$ cat src/rtl/uart_rx_debug_pkg.sv
// Shared definitions for the debug-unit UART receiver: state encoding, default
// frame/baud parameters and the debug command byte values.
package uart_rx_debug_pkg;

    localparam int unsigned DEF_DBIT     = 8;
    localparam int unsigned DEF_SB_TICK  = 16;
    localparam int unsigned DEF_BAUD_DIV = 163;

    typedef enum logic [2:0] {
        IDLE   = 3'd0,
        START  = 3'd1,
        DATA   = 3'd2,
        PARITY = 3'd3,
        STOP   = 3'd4
    } rx_state_t;

    // Command bytes understood by the pipeline debug unit
    localparam logic [7:0] CMD_C_LO = 8'h63;
    localparam logic [7:0] CMD_C_UP = 8'h43;
    localparam logic [7:0] CMD_S_LO = 8'h73;
    localparam logic [7:0] CMD_S_UP = 8'h53;
    localparam logic [7:0] CMD_R_LO = 8'h72;
    localparam logic [7:0] CMD_R_UP = 8'h52;

endpackage

$ cat src/rtl/uart_rx_debug_baud_tick_gen.sv
// Free-running oversampling tick generator: one-cycle s_tick_c every BAUD_DIV
// clocks. Shared with the matching transmitter.
module uart_rx_debug_baud_tick_gen
    import uart_rx_debug_pkg::*;
#(
    parameter int unsigned BAUD_DIV = DEF_BAUD_DIV
) (
    input  logic top_clk,
    input  logic top_rst,
    output logic s_tick_c
);

    localparam int unsigned CW = 16;
    localparam logic [CW-1:0] LAST = CW'(BAUD_DIV - 1);

    logic [CW-1:0] cnt;

    always_ff @(posedge top_clk or posedge top_rst) begin
        if (top_rst)          cnt <= '0;
        else if (cnt == LAST) cnt <= '0;
        else                  cnt <= cnt + 16'd1;
    end

    assign s_tick_c = (cnt == LAST);

endmodule

$ cat src/rtl/uart_rx_debug.sv
// 16x-oversampled UART receiver (8N1, LSB first) feeding the debug unit.
// Optional even-parity bit when UART_RX_PARITY_EN is defined.
module uart_rx_debug
    import uart_rx_debug_pkg::*;
#(
    parameter int unsigned DBIT     = DEF_DBIT,
    parameter int unsigned SB_TICK  = DEF_SB_TICK,
    parameter int unsigned BAUD_DIV = DEF_BAUD_DIV
) (
    input  logic            top_clk,
    input  logic            top_rst,
    input  logic            rx,
    output logic            rx_done_tick,
    output logic [DBIT-1:0] rx_bus,
    output logic            rx_frame_err,
    output logic            rx_parity_err
);

    localparam logic [3:0] MID_START = 4'd7;
    localparam logic [3:0] BIT_LAST  = 4'd15;
    localparam logic [3:0] STOP_LAST = 4'(SB_TICK - 1);
    localparam logic [2:0] N_LAST    = 3'(DBIT - 1);

    rx_state_t       state, state_n;
    logic            rx_meta, rx_s;
    logic            s_tick;
    logic [3:0]      s_cnt, s_cnt_n;
    logic [2:0]      n_cnt, n_cnt_n;
    logic [DBIT-1:0] b, b_n;
    logic            done_n, ferr_n;
    logic            par_bad, par_bad_n, perr_n;

    uart_rx_debug_baud_tick_gen #(.BAUD_DIV(BAUD_DIV)) u_tick (
        .top_clk  (top_clk),
        .top_rst  (top_rst),
        .s_tick_c (s_tick)
    );

    // Two-flop synchroniser; the line idles high
    always_ff @(posedge top_clk or posedge top_rst) begin
        if (top_rst) begin
            rx_meta <= 1'b1;
            rx_s    <= 1'b1;
        end else begin
            rx_meta <= rx;
            rx_s    <= rx_meta;
        end
    end

    always_ff @(posedge top_clk or posedge top_rst) begin
        if (top_rst) begin
            state        <= IDLE;
            s_cnt        <= '0;
            n_cnt        <= '0;
            b            <= '0;
            par_bad      <= 1'b0;
            rx_done_tick <= 1'b0;
            rx_frame_err <= 1'b0;
            rx_bus       <= '0;
        end else begin
            state        <= state_n;
            s_cnt        <= s_cnt_n;
            n_cnt        <= n_cnt_n;
            b            <= b_n;
            par_bad      <= par_bad_n;
            rx_done_tick <= done_n;
            rx_frame_err <= ferr_n;
            if (done_n) rx_bus <= b;
        end
    end

    always_comb begin
        state_n   = state;
        s_cnt_n   = s_cnt;
        n_cnt_n   = n_cnt;
        b_n       = b;
        par_bad_n = par_bad;
        done_n    = 1'b0;
        ferr_n    = 1'b0;
        perr_n    = 1'b0;
        case (state)
            IDLE: begin
                par_bad_n = 1'b0;
                if (!rx_s) begin
                    state_n = START;
                    s_cnt_n = '0;
                end
            end
            START: if (s_tick) begin
                if (s_cnt == MID_START) begin
                    if (!rx_s) begin
                        state_n = DATA;
                        s_cnt_n = '0;
                        n_cnt_n = '0;
                    end else begin
                        state_n = IDLE;
                    end
                end else begin
                    s_cnt_n = s_cnt + 4'd1;
                end
            end
            DATA: if (s_tick) begin
                if (s_cnt == BIT_LAST) begin
                    b_n     = {rx_s, b[DBIT-1:1]};
                    s_cnt_n = '0;
                    if (n_cnt == N_LAST) begin
`ifdef UART_RX_PARITY_EN
                        state_n = PARITY;
`else
                        state_n = STOP;
`endif
                    end else begin
                        n_cnt_n = n_cnt + 3'd1;
                    end
                end else begin
                    s_cnt_n = s_cnt + 4'd1;
                end
            end
`ifdef UART_RX_PARITY_EN
            // Even parity: data bits plus parity bit hold an even number of ones
            PARITY: if (s_tick) begin
                if (s_cnt == BIT_LAST) begin
                    par_bad_n = (^b) ^ rx_s;
                    s_cnt_n   = '0;
                    state_n   = STOP;
                end else begin
                    s_cnt_n = s_cnt + 4'd1;
                end
            end
`endif
            STOP: if (s_tick) begin
                if (s_cnt == STOP_LAST) begin
                    done_n  = rx_s & ~par_bad;
                    ferr_n  = ~rx_s;
                    perr_n  = par_bad;
                    state_n = IDLE;
                end else begin
                    s_cnt_n = s_cnt + 4'd1;
                end
            end
            default: state_n = IDLE;
        endcase
    end

`ifdef UART_RX_PARITY_EN
    always_ff @(posedge top_clk or posedge top_rst) begin
        if (top_rst) rx_parity_err <= 1'b0;
        else         rx_parity_err <= perr_n;
    end
`else
    assign rx_parity_err = 1'b0;
`endif

endmodule
$ cat config.mk
export PLATFORM = sky130hd
export DESIGN_NAME = uart_rx_debug
export DESIGN_NICKNAME = d
export VERILOG_FILES = /design/src/rtl/uart_rx_debug_pkg.sv /design/src/rtl/uart_rx_debug_baud_tick_gen.sv /design/src/rtl/uart_rx_debug.sv
export SDC_FILE = /design/constraint.sdc
export NUM_CORES = 1
export LEC_CHECK = 0
export ABC_AREA = 0
export BUFFER_PORTS_ARGS = -buffer_cell sky130_fd_sc_hd__buf_2
export CAP_MARGIN = 20
export CELL_PAD_IN_SITES_DETAIL_PLACEMENT = 1
export CELL_PAD_IN_SITES_GLOBAL_PLACEMENT = 1
export CORE_ASPECT_RATIO = 1.25
export CORE_MARGIN = 2
export CORE_UTILIZATION = 45
export DETAILED_ROUTE_END_ITERATION = 6
export PLACE_DENSITY = 0.76
export SLEW_MARGIN = 20
export SYNTH_ARGS = -nofsm -noshare
export SYNTH_HDL_FRONTEND = slang
export SYNTH_SLANG_ARGS = --single-unit
$ cat constraint.sdc
create_clock -name top_clk -period 2.3 [get_ports top_clk]
set_input_delay 0.23 -clock top_clk [delete_from_list [all_inputs] [get_ports top_clk]]
set_output_delay 0.23 -clock top_clk [all_outputs]
set_load 0.005 [all_outputs]
# Yosys cells after proc, flatten, opt, wreduce, memory -nomap -nowiden
# Index checks and enable logic that the tools add are counted.
[totals]
regBits = 46
latchBits = 0
ramBits = 0
romBits = 0
inputBits = 3
out_inout_bits = 11
word_cells = 71
n_memories = 0
[op_classes]
add_sub_neg = 3
multipliers = 0
div_mod_pow = 0
n_lt_le_gt_ge = 0
eq_ne = 18
shift = 0
muxes = 32
bitwise_logic = 1
n_reduce_logical = 7
[ops]
columns = ["cell", "n"]
rows = [
  ["2-to-1 mux 3 bit", 14],
  ["2-to-1 mux 4 bit", 7],
  ["inequality test 2 bit, second input constant", 11],
  ["adder 16 x 1 -> 16 bit, second input constant", 1],
  ["equality test 16 x 8 -> 1 bit, second input constant", 1],
  ["2-to-1 mux 16 bit", 1],
  ["case mux 4 bit (4 select lines)", 1],
  ["case mux 3 bit (4 select lines)", 1],
  ["AND reduction 8 bit", 1],
  ["AND reduction 7 bit", 1],
  ["equality test 3 bit, second input constant", 2],
  ["2-to-1 mux 1 bit", 6],
  ["case mux 3 bit (2 select lines)", 1],
  ["AND reduction 5 bit", 1],
  ["adder 4 x 1 -> 4 bit, second input constant", 1],
  ["equality test 4 x 3 -> 1 bit, second input constant", 1],
  ["equality test 4 bit, second input constant", 1],
  ["nonzero test 4 bit", 1],
  ["adder 3 x 1 -> 3 bit, second input constant", 1],
  ["equality test 3 x 1 -> 1 bit, second input constant", 1],
  ["equality test 3 x 2 -> 1 bit, second input constant", 1],
  ["logical NOT 3 bit", 1],
  ["AND reduction 3 bit", 1],
  ["2-to-1 mux 2 bit", 1],
  ["other kinds (2)", 2],
]

# Depth between registers and ports, before layout
[depth]
depth_word = 5
ltp_mapped = 8
mapped_depth_nobuf = 7

# Cells and area by module
# Synthesis repeated with hierarchy kept, for this count alone.
[unflattened]
cells_unflattened = 190
area_unflattened_um2 = 2272.2
[by_module_without_submodules]
columns = ["module", "n_inst", "cells_each", "area_each_um2", "seq_area_each_um2"]
rows = [
  ["uart_rx_debug", 1, 119, 1471.4, 753.2],
  ["uart_rx_debug_baud_tick_gen", 1, 71, 800.8, 400.4],
]

# Worst setup path after synthesis
# OpenSTA, ideal clock, no wires.
[synth_path]
path_kind = "register -> register"
from = "reg u_tick.cnt[0]"
to = "reg b[0]"
setup_time_ns = 0.125
t_arrival_ns = 1.764
required_time_ns = 2.175
path_slack_ns = 0.411
stages_incl_launch_ff = 7
path_buffers = 0
synth_period_minus_slack_ns = 1.889
cell_sequence = "dfrtp_1 -> inv_1 -> ha_1 -> and4bb_2 -> and4_1 -> nor3b_4 -> mux2_2"
[synth_via]
elab_chain_len = 2
[synth_rtl]
columns = ["item", "line_no", "source"]
rows = [
  ["start: declaration", "uart_rx_debug_baud_tick_gen.sv:16", "logic [CW-1:0] cnt;"],
  ["start signal: assignment", "uart_rx_debug_baud_tick_gen.sv:21", "else cnt <= cnt + 16'd1;"],
  ["equality test 16 x 8 -> 1 bit", "uart_rx_debug_baud_tick_gen.sv:24", "assign s_tick_c = (cnt == LAST);"],
  ["AND reduction 3 bit (no source line)", "--", ""],
  ["end signal: assignment", "uart_rx_debug.sv:64", "b <= b_n;"],
  ["end: declaration", "uart_rx_debug.sv:29", "logic [DBIT-1:0] b, b_n;"],
]
# No other way between the ends.
# A chain may end at the register's enable or synchronous reset.

# Worst setup path after layout
[layout_path]
from = "reg u_tick.cnt[0]"
to = "reg b[7]"
# Same word-level chain as after synthesis.

==> flow_metrics.tcl <==
set metrics [dict create \
    critical_path_arrival_ps 2260 \
    diodes 0 \
    ys_ff_latch 46 \
    p_per_area_nw_per_um2 559 \
    drt.antenna.violating_nets 0 \
    rsz0062_at_grt "false" \
    highest_layer "met4" \
    grt_overflow_total 0 \
    maxCapViolations 0 \
    peakVddDrop_mv 0.471 \
    finClkSkew_ps 9.35 \
    fin_nets 209 \
    die_y_um 82.5 \
    synth_compound_area_share_pct 8.36 \
    synth.most_common_cell "dfrtp_1" \
    fillers 521 \
    dp_hpwl_um 3250 \
    leakage_nw 1.15 \
    rr_worst_depth 6 \
    syn2layout_area_growth_pct 8.64 \
    yosys.area_share.simple_pct 19.2 \
    num_vias 1463 \
    synthAdderAreaFrac_pct 2.82 \
    ys_top_cells_by_area "dfrtp_1, mux2_2, xnor2_1, ha_1, xor2_1" \
    synth_edf_count 0 \
    cts_tree "yes" \
    insertion_delay_ps 300 \
    critPathCaptureType "flip-flop" \
    ff2ff_setup_slack_ps 230 \
    setup-tns-final_ps 0 \
    cts_buffers 5 \
    fin_ws_ps 226 \
    crit_buf_inv 1 \
    final.min_clock_period_ps 2070 \
    crit_required_ps 2490 \
    seq_area_um2 1150 \
    post_cts_buffers 0 \
    dieArea_um2 5510 \
    io_buffers 12 \
    clock-sinks 46 \
    routed_via_density 5.58 \
    gp_congestion 0.784 \
    grt_max_degree 31 \
    wl_met1_um 1780 \
    synth_common_cells "dfrtp_1, mux2_2, nor2_1" \
    multi_input_comb_area_um2 998 \
    h-tree-depth 2 \
    finalSetupViolations 0 \
    synth_cell_types 51 \
    synth_area_um2 2220 \
    worstHoldPathType "in2async" \
    fp.dieW_um 66.8 \
    crit_start "u_tick.cnt[0]" \
    post_cts_resized 0 \
    wl_met3_um 115 \
    drt-total-wl_um 4360 \
    drt_iter0_drc 45 \
    initial_core_util_pct 46.9 \
    rows 28 \
    synth_nets 197 \
    cp_cell_sequence "inv_1 -> ha_1 -> and4bb_2 -> and4_1 -> nor3b_4 -> mux2_2" \
    r2r_end "b[7]" \
    yosysSeqAreaShare_pct 52.1 \
    cp_slowest_cell "dfrtp_1" \
    synth_ff_type "dfrtp_1" \
    wl_met2_um 2380 \
    slew_headroom_pct 57.9 \
    clk_pin_slew_ps 90 \
    antenna_found_initial 0 \
    cpPeakStageDelay_ps 440 \
    slew_viol_final 0 \
    wire_per_inst_um 16.6 \
    clk_path_buf_depth 2 \
    ys_async_sr_fraction_pct 100 \
    drive_gt1_share_pct 26.2 \
    pin_count 14 \
    ys_warn_count 0 \
    worst_pin_slew_ps 631 \
    core_um2 4730 \
    path_max_fanout 8 \
    cts-root-buf "clkbuf_8" \
    cp_top_family "simple AND/OR/NAND/NOR gates" \
    outcome "complete, but fails checks" \
    synth_xor_area_share_pct 5.93 \
    critPathKind "reg2reg" \
    grt.total_usage_pct 17.2 \
    start_kind "flip-flop" \
    grt_first_pass_wirelength_um 7150 \
    first_pass_iters 4 \
    synth_top_cell_area_share_pct 49.7 \
    synth_top_family_by_area "simple AND/OR/NAND/NOR gates" \
    hold-worst-slack_ps -5.03 \
    synth_top_area_cell "dfrtp_1" \
    crit_path_end "b[7]" \
    violations "hold timing" \
    drcViolationCount 0 \
    hold_viol_final 7 \
    ctsHoldBuffers 0 \
    cp.depth 6 \
    r2r_start "u_tick.cnt[0]" \
    synth.area.mux_share_pct 8.58 \
    timing.final.crit_share_pct 90.2 \
    post-place-ws_ps 205 \
    syn_inst 189 \
    grt_pass1_vias 1573 \
    fmax_ghz 0.482 \
    syn_area_per_cell_um2 11.7 \
]
## sequential cells by signal, indices dropped and copies added, names as in the netlist
register / cells
rx_bus: 8
rx_s: 1
rx_meta: 1
rx_frame_err: 1
u_tick.cnt: 16
rx_done_tick: 1
n_cnt: 3
state: 3
s_cnt: 4
b: 8
## metal layers
layer | global-route usage, % | vias up
met1 | 18.7 | 728
met5 | 0 | -
met4 | 6.33 | 0
met3 | 3.66 | 10
met2 | 32.5 | 22
li1 | - | 703
## how the worst min path moves through the flow
stage	start	endpoint	depth (start not counted)
2_1_floorplan	rx	rx_meta	0
6_report	top_rst	u_tick.cnt[14]	2
4_1_cts	rx	rx_meta	1
3_5_place_dp	rx	rx_meta	1
3_3_place_gp	rx	rx_meta	1
5_1_grt	rx	rx_meta	1
## layout make-up
type                    instances  share of cell area, %
clock buffers                   5                   2.86
clock inverters                 3                   1.04
inverters                       3                  0.468
multi-input cells             131                   41.5
flip-flops and latches         46                   47.9
well taps                      60                   3.12
repair buffers                 14                   3.12
## through the flow
| stage | util (%) | std cells | total power, W | hold WS (ps) | instance area [um2] |
|---|---|---|---|---|---|
| finish | 50.9 | 262 | 0.00134 | -5.03 | 2410 |
| global route | 50.9 | 262 | 0.00140 | 20.3 | 2410 |
| CTS | 50.9 | 262 | 0.00136 | 21.9 | 2410 |
| detailed placement | 48.9 | 254 | 0.000855 | 344 | 2310 |
| global placement | 48.9 | 254 | 0.000854 | 340 | 2310 |
| floorplan | - | 189 | 0.000845 | 234 | 2220 |
## cell families after synthesis
| logic type | count (synthesis) |
|---|---|
| flip-flops | 46 |
| AND/OR/NAND/NOR | 68 |
| other | 1 |
| AO/OA/AOI/OAI | 25 |
| multiplexers | 17 |
| adder cells (fa/ha/maj) | 5 |
| XOR/XNOR | 15 |
| buffers and inverters | 12 |
## worst reg2reg max path, delay by kind of cell, from the launching register on
family / cells / cell delay (ps)
buffers and inverters: 1 / 80
multiplexers: 1 / 400
AND/OR/NAND/NOR: 3 / 920
flip-flops: 1 / 440
adder cells (fa/ha/maj): 1 / 130
## cell usage in the layout (no fill, tap or decap), types with 2 or more instances in the layout
master | netlist | final
dfrtp_1 | 44 | 44
mux2_2 | 16 | 16
nor2_1 | 14 | 14
buf_2 | 3 | 12
nand3_1 | 9 | 9
nand2_1 | 9 | 9
xnor2_1 | 8 | 8
xor2_1 | 7 | 7
nand4_1 | 7 | 7
and3_1 | 5 | 5
a21oi_1 | 5 | 5
ha_1 | 5 | 5
clkbuf_8 | 0 | 5
nor3_1 | 4 | 4
o21ai_0 | 4 | 4
or3b_1 | 3 | 3
and4_1 | 2 | 2
nor3b_1 | 2 | 2
o211ai_1 | 2 | 2
a32o_1 | 2 | 2
inv_1 | 3 | 2
buf_4 | 2 | 2
dfstp_2 | 2 | 2
## power by group
| group | internal [W] | switching (W) | leakage, nW |
|---|---|---|---|
| combinational | 0.00000481 | 0.0000182 | 0.492 |
| sequential | 0.000811 | 0.00000275 | 0.616 |
| clock | 0.000219 | 0.000288 | 0.0447 |
Power figures use the tool's default switching activity.
